===== src/rtl/uart_fifo_transceiver.sv =====
// 8N1 UART transceiver with a FIFO on each side; tx start bit leaves 2 cycles after a push into an idle serializer.
// Pushes into a full TX FIFO and received bytes that arrive while the RX FIFO is full are dropped.

module uart_fifo_transceiver_fifo #(
  parameter int WIDTH = 8,
  parameter int DEPTH = 8
) (
  input  logic             clk,
  input  logic             reset,
  input  logic             wr_en,
  input  logic [WIDTH-1:0] wr_dat,
  input  logic             rd_en,
  output logic [WIDTH-1:0] rd_dat,
  output logic             empty,
  output logic             full
);
  localparam int AW = (DEPTH > 1) ? $clog2(DEPTH) : 1;
  localparam logic [AW:0] FULL_CNT = (AW+1)'(DEPTH);

  logic [WIDTH-1:0] mem [DEPTH];
  logic [AW-1:0]    wr_ptr;
  logic [AW-1:0]    rd_ptr;
  logic [AW:0]      count;
  logic [AW:0]      count_nxt;
  logic             do_wr;
  logic             do_rd;

  // A write into a full FIFO still lands if the same cycle frees a slot.
  assign do_rd = rd_en && !empty;
  assign do_wr = wr_en && (!full || do_rd);

  always_comb begin
    count_nxt = count;
    if (do_wr && !do_rd)
      count_nxt = count + 1'b1;
    else if (!do_wr && do_rd)
      count_nxt = count - 1'b1;
  end

  always_ff @(posedge clk) begin
    if (do_wr)
      mem[wr_ptr] <= wr_dat;
  end

  always_ff @(posedge clk) begin
    if (reset) begin
      wr_ptr <= '0;
      rd_ptr <= '0;
      count  <= '0;
      empty  <= 1'b1;
      full   <= 1'b0;
    end else begin
      if (do_wr)
        wr_ptr <= wr_ptr + 1'b1;
      if (do_rd)
        rd_ptr <= rd_ptr + 1'b1;
      count <= count_nxt;
      empty <= (count_nxt == '0);
      full  <= (count_nxt == FULL_CNT);
    end
  end

  assign rd_dat = empty ? '0 : mem[rd_ptr];
endmodule

module uart_fifo_transceiver #(
  parameter int CLK_FREQ     = 25000000,
  parameter int BIT_RATE     = 9600,
  parameter int PAYLOAD_BITS = 8,
  parameter int BUFFER_SIZE  = 8
) (
  input  logic                    clk,
  input  logic                    reset,
  input  logic                    rx,
  output logic                    tx,
  input  logic                    tx_write,
  input  logic [PAYLOAD_BITS-1:0] tx_data,
  output logic                    tx_full,
  output logic                    tx_empty,
  input  logic                    rx_read,
  output logic [PAYLOAD_BITS-1:0] rx_data,
  output logic                    rx_empty,
  output logic                    rx_full,
  output logic                    rx_break
);
  localparam int CPB  = CLK_FREQ / BIT_RATE;
  localparam int HALF = CPB / 2;
  localparam int CW   = (CPB > 2) ? $clog2(CPB) : 1;
  localparam int BW   = (PAYLOAD_BITS > 2) ? $clog2(PAYLOAD_BITS) : 1;
  localparam logic [CW-1:0] BIT_END  = CW'(CPB - 1);
  localparam logic [CW-1:0] HALF_END = CW'(HALF - 1);
  localparam logic [BW-1:0] IDX_END  = BW'(PAYLOAD_BITS - 1);

  typedef enum logic [1:0] {RX_IDLE, RX_START, RX_DATA, RX_STOP} rx_state_t;
  typedef enum logic [2:0] {TX_IDLE, TX_LOAD, TX_START, TX_DATA, TX_STOP} tx_state_t;

  rx_state_t               rx_state;
  logic                    rx_meta;
  logic                    rx_sync;
  logic                    rx_prev;
  logic [CW-1:0]           rx_cnt;
  logic [BW-1:0]           rx_idx;
  logic [PAYLOAD_BITS-1:0] rx_shreg;
  logic                    rx_push;

  tx_state_t               tx_state;
  logic [CW-1:0]           tx_cnt;
  logic [BW-1:0]           tx_idx;
  logic [PAYLOAD_BITS-1:0] tx_shreg;
  logic [PAYLOAD_BITS-1:0] tx_head;
  logic                    tx_pop;

  uart_fifo_transceiver_fifo #(.WIDTH(PAYLOAD_BITS), .DEPTH(BUFFER_SIZE)) u_tx_fifo (
    .clk    (clk),
    .reset  (reset),
    .wr_en  (tx_write),
    .wr_dat (tx_data),
    .rd_en  (tx_pop),
    .rd_dat (tx_head),
    .empty  (tx_empty),
    .full   (tx_full)
  );

  uart_fifo_transceiver_fifo #(.WIDTH(PAYLOAD_BITS), .DEPTH(BUFFER_SIZE)) u_rx_fifo (
    .clk    (clk),
    .reset  (reset),
    .wr_en  (rx_push),
    .wr_dat (rx_shreg),
    .rd_en  (rx_read),
    .rd_dat (rx_data),
    .empty  (rx_empty),
    .full   (rx_full)
  );

  // Start needs a high-to-low transition, so a line held low after a break is not re-read as frames.
  always_ff @(posedge clk) begin
    if (reset) begin
      rx_meta  <= 1'b1;
      rx_sync  <= 1'b1;
      rx_prev  <= 1'b1;
      rx_state <= RX_IDLE;
      rx_cnt   <= '0;
      rx_idx   <= '0;
      rx_shreg <= '0;
      rx_push  <= 1'b0;
      rx_break <= 1'b0;
    end else begin
      rx_meta  <= rx;
      rx_sync  <= rx_meta;
      rx_prev  <= rx_sync;
      rx_push  <= 1'b0;
      rx_break <= 1'b0;
      case (rx_state)
        RX_IDLE: begin
          rx_cnt <= '0;
          if (!rx_sync && rx_prev)
            rx_state <= RX_START;
        end
        RX_START: begin
          if (rx_cnt == HALF_END) begin
            rx_cnt   <= '0;
            rx_idx   <= '0;
            rx_state <= rx_sync ? RX_IDLE : RX_DATA;
          end else begin
            rx_cnt <= rx_cnt + 1'b1;
          end
        end
        RX_DATA: begin
          if (rx_cnt == BIT_END) begin
            rx_cnt   <= '0;
            rx_shreg <= {rx_sync, rx_shreg[PAYLOAD_BITS-1:1]};
            if (rx_idx == IDX_END)
              rx_state <= RX_STOP;
            else
              rx_idx <= rx_idx + 1'b1;
          end else begin
            rx_cnt <= rx_cnt + 1'b1;
          end
        end
        RX_STOP: begin
          if (rx_cnt == BIT_END) begin
            rx_cnt   <= '0;
            rx_state <= RX_IDLE;
            if (rx_sync)
              rx_push <= 1'b1;
            else if (rx_shreg == '0)
              rx_break <= 1'b1;
          end else begin
            rx_cnt <= rx_cnt + 1'b1;
          end
        end
        default: rx_state <= RX_IDLE;
      endcase
    end
  end

  assign tx_pop = (tx_state == TX_IDLE) && !tx_empty;

  always_ff @(posedge clk) begin
    if (reset) begin
      tx_state <= TX_IDLE;
      tx       <= 1'b1;
      tx_cnt   <= '0;
      tx_idx   <= '0;
      tx_shreg <= '0;
    end else begin
      case (tx_state)
        TX_IDLE: begin
          tx <= 1'b1;
          if (!tx_empty) begin
            tx_shreg <= tx_head;
            tx_state <= TX_LOAD;
          end
        end
        TX_LOAD: begin
          tx       <= 1'b0;
          tx_cnt   <= '0;
          tx_state <= TX_START;
        end
        TX_START: begin
          if (tx_cnt == BIT_END) begin
            tx       <= tx_shreg[0];
            tx_shreg <= tx_shreg >> 1;
            tx_cnt   <= '0;
            tx_idx   <= '0;
            tx_state <= TX_DATA;
          end else begin
            tx_cnt <= tx_cnt + 1'b1;
          end
        end
        TX_DATA: begin
          if (tx_cnt == BIT_END) begin
            tx_cnt <= '0;
            if (tx_idx == IDX_END) begin
              tx       <= 1'b1;
              tx_state <= TX_STOP;
            end else begin
              tx       <= tx_shreg[0];
              tx_shreg <= tx_shreg >> 1;
              tx_idx   <= tx_idx + 1'b1;
            end
          end else begin
            tx_cnt <= tx_cnt + 1'b1;
          end
        end
        TX_STOP: begin
          if (tx_cnt == BIT_END) begin
            tx_cnt   <= '0;
            tx_state <= TX_IDLE;
          end else begin
            tx_cnt <= tx_cnt + 1'b1;
          end
        end
        default: begin
          tx       <= 1'b1;
          tx_state <= TX_IDLE;
        end
      endcase
    end
  end
endmodule


===== config.mk =====
export PLATFORM = sky130hd
export DESIGN_NAME = uart_fifo_transceiver
export DESIGN_NICKNAME = d
export VERILOG_FILES = /design/src/rtl/uart_fifo_transceiver.sv
export SDC_FILE = /design/constraint.sdc
export NUM_CORES = 1
export LEC_CHECK = 0
export BUFFER_PORTS_ARGS = -buffer_cell sky130_fd_sc_hd__buf_2
export CORE_ASPECT_RATIO = 0.7
export CORE_MARGIN = 5
export CORE_UTILIZATION = 55
export DETAILED_ROUTE_END_ITERATION = 10
export GPL_ROUTABILITY_DRIVEN = 0
export PLACE_DENSITY = 0.72
export SYNTH_ARGS = -nofsm -noshare
export SYNTH_HDL_FRONTEND = slang
export SYNTH_SLANG_ARGS = --single-unit

===== constraint.sdc =====
create_clock -name clk -period 2.95 [get_ports clk]
set_clock_uncertainty 0.2 [all_clocks]
set_input_delay 0.59 -clock clk [delete_from_list [all_inputs] [get_ports clk]]
set_output_delay 0.59 -clock clk [all_outputs]
set_load 0.03 [all_outputs]

======== After elaboration in Yosys (flattened, before gate mapping) ========
Memories as Yosys holds them, arrays and structs flattened. A register that Yosys moved wholly into a read port is not among the register bits.
Index checks and enable logic that the tools add are counted.
Widths: inputs -> output; s select.
word-level totals
  bits in registers ....................... 81
  bits in writable memories ............... 128
  bits of input ports ..................... 13
  output and inout port bits .............. 14
  logic and storage cells ................. 157
  memories kept ........................... 2
cells by class
  $add $sub $neg .......................... 12
  eq/ne operators ......................... 26
  multiplexer cells ....................... 49
  bitwise logic cells ..................... 3
  reduce and logical (&&, ||, !) cells .... 41
memories
  memory         words  width  read ports  clocked after memory_dff  write ports  line  RTL
  u_rx_fifo.mem  8      8      1           1                         1            20    logic [WIDTH-1:0] mem [DEPTH];
  u_tx_fifo.mem  8      8      1           1                         1            20
operator list
  operator               number
  $mux 3                 14
  $mux 8                 5
  $mux 12                3
  $pmux 12 s3            1
  $add 12x1->12 const B  2
  $eq 12x12->1 const B   2
  $ne 2x2->1 const B     12
  $pmux 12 s2            1
  $pmux 8 s3             1
  $add 3x1->3 const B    6
  $mux 4                 4
  $pmux 3 s5             1
  $reduce_and 5->1       3
  $eq 12x11->1 const B   1
  $mux 2                 6
  $pmux 3 s2             2
  $logic_and 1x1->1      10
  $eq 3x3->1 const B     3
  $logic_not 1->1        9
  $mux 1                 9
  $add 4x1->4 const B    2
  $eq 4x4->1 const B     2
  $logic_not 4->1        2
  $logic_not 8->1        1
  19 further kinds       29

======== Longest topological paths before layout ========
  depth after elaboration ................. 10
  depth in mapped cells ................... 8
  mapped depth without buffers ............ 7

======== Hierarchy ========
Synthesis repeated with hierarchy kept, for this count alone.
second synthesis, totals
  cells, all modules ...................... 687
  area, all modules ....................... 9176.3 um^2
modules (own cells, without submodules)
  module                      times used  cells each  area each (um^2)  seq. area each (um^2)
  uart_fifo_transceiver_fifo  2           179         3145.5            2222.1
  uart_fifo_transceiver       1           329         2885.3            1141.1

======== Worst setup path after synthesis ========
No wires, ideal clock.
  kind .................................... register -> register
  start point ............................. reg tx_state[2]
  end point ............................... mem u_tx_fifo.mem[0][0] (enable)
  setup time .............................. 0.383 ns
  arrival ................................. 2.093 ns
  required time ........................... 2.367 ns
  slack ................................... 0.274 ns
  cell stages (with the launch flop) ...... 7
  buffers on the path ..................... 2
  clock period less this slack ............ 2.676 ns
  cells stage by stage .................... dfxtp_1 -> buf_2 -> or4_1 -> buf_2 -> a21boi_2 -> nand2b_1 -> nor3_1
between the ends
  word-level cells in the longest chain between the ends .. 7
ends and longest elaborated chain
  item                          line  RTL
  start, declared               106   tx_state_t tx_state;
  start signal, assigned        201   tx_state <= TX_IDLE;
  start signal, assigned        212   tx_state <= TX_LOAD;
  start signal, assigned        218   tx_state <= TX_START;
  $logic_not 3->1               197   assign tx_pop = (tx_state == TX_IDLE) && !tx_empty;
  $logic_and 1x1->1             197
  $logic_and 1x1->1             29    assign do_rd = rd_en && !empty;
  $logic_or 1x1->1              30    assign do_wr = wr_en && (!full || do_rd);
  $logic_and 1x1->1             30
  $mux 1                        41    if (do_wr)
  $mux 1 (implied by the code)  42    mem[wr_ptr] <= wr_dat;
  end, declared                 20
No other way between the ends.

==> summary.md <==
| Metric | Value |
|---|---|
| Seq/Total Area, Yosys | approximately 63% |
| Final setup TNS | 0 ns |
| Die Wd | between 150 and 200 µm |
| CTS H-Tree Depth | 1 |
| Wire length per cell | 18.5 µm |
| Reg2reg start | tx_cnt[0] |
| Largest net degree at the start of global routing | 24 |
| Reg2reg path depth | 6 |
| R2R Path End | tx_shreg[6] |
| Final nets | 732 |
| Post-Syn Area | around 8800 µm² |
| Startpoint types | register |
| RSZ-0062 raised after global routing | no |
| DRC Markers | 0 |
| Clk_lat worst skew | 0.49 ns |
| Pre-CTS setup slack | ~0.37 ns |
| Syn nets | between 600 and 700 |
| Synth-to-layout area growth | 12.2% |
| I/O pins | 27 |
| Actual slew at the worst max-slew pin | 0.888 ns |
| CTS sink count | approximately 220 |
| Synth Register Bits | around 220 |
| Hold Crit Class | input port to register |
| HPWL after DPL | 11,300 µm |
| Row Count | 38 |
| Max clock buf depth | 3 |
| Gr usage total | between 10% and 20% |
| DP Area | about 9300 µm² |
| Setup CP Type | register to primary output |
| Fin area | just under 10,000 µm² |
| TritonCTS buffer count | 21 |
| Initial DRC Count | around 360 |
| Max cap viols | 0 |
| Port bufs | 26 |
| Slew margin rel. | approximately 40% |
| Max-slew violations | 0 |
| Count of cell types in the netlist | 66 |
| Cts hold-fix bufs | 0 |
| Final setup margin | 0.132 ns |
| Hold depth | 2 |
| Crit path arrival time | around 2 ns |
| Syn Inst Count | ~660 |
| Worst Hold End | rx_meta |
| Leakage power | between 3 and 4 nW |
| Share of post-route cells with drive strength above 1 | between 10% and 20% |
| EDFF count, synth | 128 |
| Total power draw | 7.41 mW |
| Gr ovfl total | 0 |
| Final wirelength | between 15,000 and 20,000 µm |
| Antenna violations before repair | 1 |
| Max VDD drop | roughly 0.55 mV |
| Core ar. | 15,600 µm² |
| DIE HEIGHT | 116 µm |
| Die area | approximately 19,000 µm² |
| Average cell area after synthesis | about 13 µm² |
| Most frequent cells in the layout | 128 x edfxtp_1, 88 x nor2_1, 87 x dfxtp_1, 37 x nand2_1, 32 x mux4_2 |
| Minimum clock period | 2.82 ns |
| Final setup violation count | 0 |
| Maximum clock rate | between 300 and 400 MHz |
| First-pass GRT wire length | 28,000 µm |
| Dominant synthesized flop cell | edfxtp_1 |
| Layout Cells excl Fill | about 900 |
| Vias | ~5,400 |
| CTS tree | yes |
| Clock-pin slew on the worst setup and hold paths | ~0.06 ns |
| Worst Path Max Fanout | 16 |
| Status | finished clean |
| Vias in the first global route | between 5,000 and 6,000 |
| Commonest non-fill, non-tap cell in the layout | edfxtp_1 |
| Antenna Nets Post-Route | 0 |
| Dpl cells | around 880 |
| CP endpoint kind | primary output |
| Initial core utilization | a little under three fifths |
| Clk root buf | clkbuf_16 |
| Critical path data required time | approximately 2.2 ns |
| Pre-antenna DRT Iters | 5 |
| Asr flop ratio synth | 0% |
| Reg-to-reg setup timing slack | approximately 0.32 ns |
| Synth Warn # | 0 |
| N_diodes | 0 |
| Vias per cell | 5.88 |
| Period utilisation layout | a little over nine tenths |
| Fin. Hold Viols | 0 |
| Power Density | approximately 750 nW/µm² |
| Hold_sp | rx |
[cell usage after synthesis, drive strengths merged, types with 2 or more instances]
cell type	number	area share, %
a21oi	31	1.8
buf	14	0.88
dfxtp	87	20
mux4	32	8.1
nor2	88	3.7
xor2	11	1.1
a211oi	2	0.17
or4	6	0.51
nor4bb	2	0.23
clkbuf	16	0.68
and3	2	0.14
o21ai	8	0.45
and4	2	0.20
or4bb	2	0.25
or2	4	0.28
a21boi	2	0.21
inv	10	0.42
nand4	7	0.50
nor4b	2	0.20
or4b	2	0.27
a311oi	5	0.50
nand3b	5	0.42
nand2	37	1.6
a22o	7	0.69
edfxtp	128	43
a31oi	5	0.35
and2	3	0.23
mux2i	29	3.3
nor3	22	1.4
nor2b	5	0.35
xnor2	12	1.2
nand2b	11	0.78
or3	2	0.14
nor4	6	0.66
a22oi	4	0.34
ha	15	2.1
nand3	14	0.79
o311a	2	0.23
[per-layer routing]
layer / routed length (µm) / GRT usage (%) / vias up
met1: 7780 / 26.3 / 2657
met2: 7920 / 31.1 / 148
met3: 972 / 3.56 / 24
met4: 321 / 4.38 / 2
li1: - / - / 2563
met5: 7 / 0 / -
[state kept, by name (all words and copies together) (netlist names), 3 cells and up, named ones only]
| signal | cells |
|---|---|
| u_rx_fifo.mem | 64 |
| u_tx_fifo.mem | 64 |
| rx_cnt | 12 |
| tx_cnt | 12 |
| rx_shreg | 8 |
| tx_shreg | 8 |
| u_rx_fifo.count | 4 |
| u_tx_fifo.count | 4 |
| rx_idx | 3 |
| tx_idx | 3 |
| tx_state | 3 |
| u_rx_fifo.rd_ptr | 3 |
| u_rx_fifo.wr_ptr | 3 |
| u_tx_fifo.rd_ptr | 3 |
| u_tx_fifo.wr_ptr | 3 |
[how the worst max path moves through the flow]
stage / start / end / slack, ns / cells past startpoint
after global placement: tx_cnt[0] / tx_state[0] / 0.47 / 6
after detailed placement: tx_cnt[0] / tx_shreg[6] / 0.37 / 6
after floorplan: tx_state[2] / u_tx_fifo.mem[0][0] / 0.27 / 6
after global routing: register / rx_data[0] / 0.003 / 5
final: register / rx_data[0] / 0.13 / 5
after CTS: register / rx_data[0] / 0.07 / 5
[critical path, cell delays in order (launching register included)]
cell and delay [ns]:
dfxtp_1 0.34, buf_8 0.21, mux4_2 0.58, mux2i_1 0.15, nor2_1 0.05, buf_2 0.19
[area by class of cell]
type                    count  area, µm²
multi-input cells         403       3080
inverters                  10       37.5
repair buffers             53        340
flip-flops and latches    215       5590
well taps                 200        250
fillers                  1159       5720
clock inverters             7       38.8
clock buffers              30        591
[stage by stage]
step / hold WS (ns) / utilization [%]
6_report: 0.0863 / 63.5
5_1_grt: 0.0762 / 63.5
4_1_cts: 0.0700 / 63.4
3_5_place_dp: 0.201 / 59.4
3_3_place_gp: 0.198 / 59.4
2_1_floorplan: 0.189 / -
[kinds of logic (layout without fill, tap and decap cells)]
group                    count (synthesis)  in the layout  share of synthesized area (%)
AO/OA/AOI/OAI                           77             77                           5.83
AND/OR/NAND/NOR                        226            226                           13.1
buffers and inverters                   40            100                           1.98
adder cells (fa/ha/maj)                 15             15                           2.12
flip-flops                             215            215                           63.2
multiplexers                            62             62                           11.6
XOR/XNOR                                23             23                           2.28
[power breakdown]
group | total, mW | switching, mW | internal [mW]
clock network | 2.45 | 1.05 | 1.40
registers | 3.54 | 0.200 | 3.34
logic | 1.42 | 0.789 | 0.632
[repair_timing]
item,CTS,global route
cloned,0,0
setup buffers,0,0
gates resized for setup,1,1
endpoints found under the setup margin,1,3
Note: power is estimated with default switching activity, not from simulation.
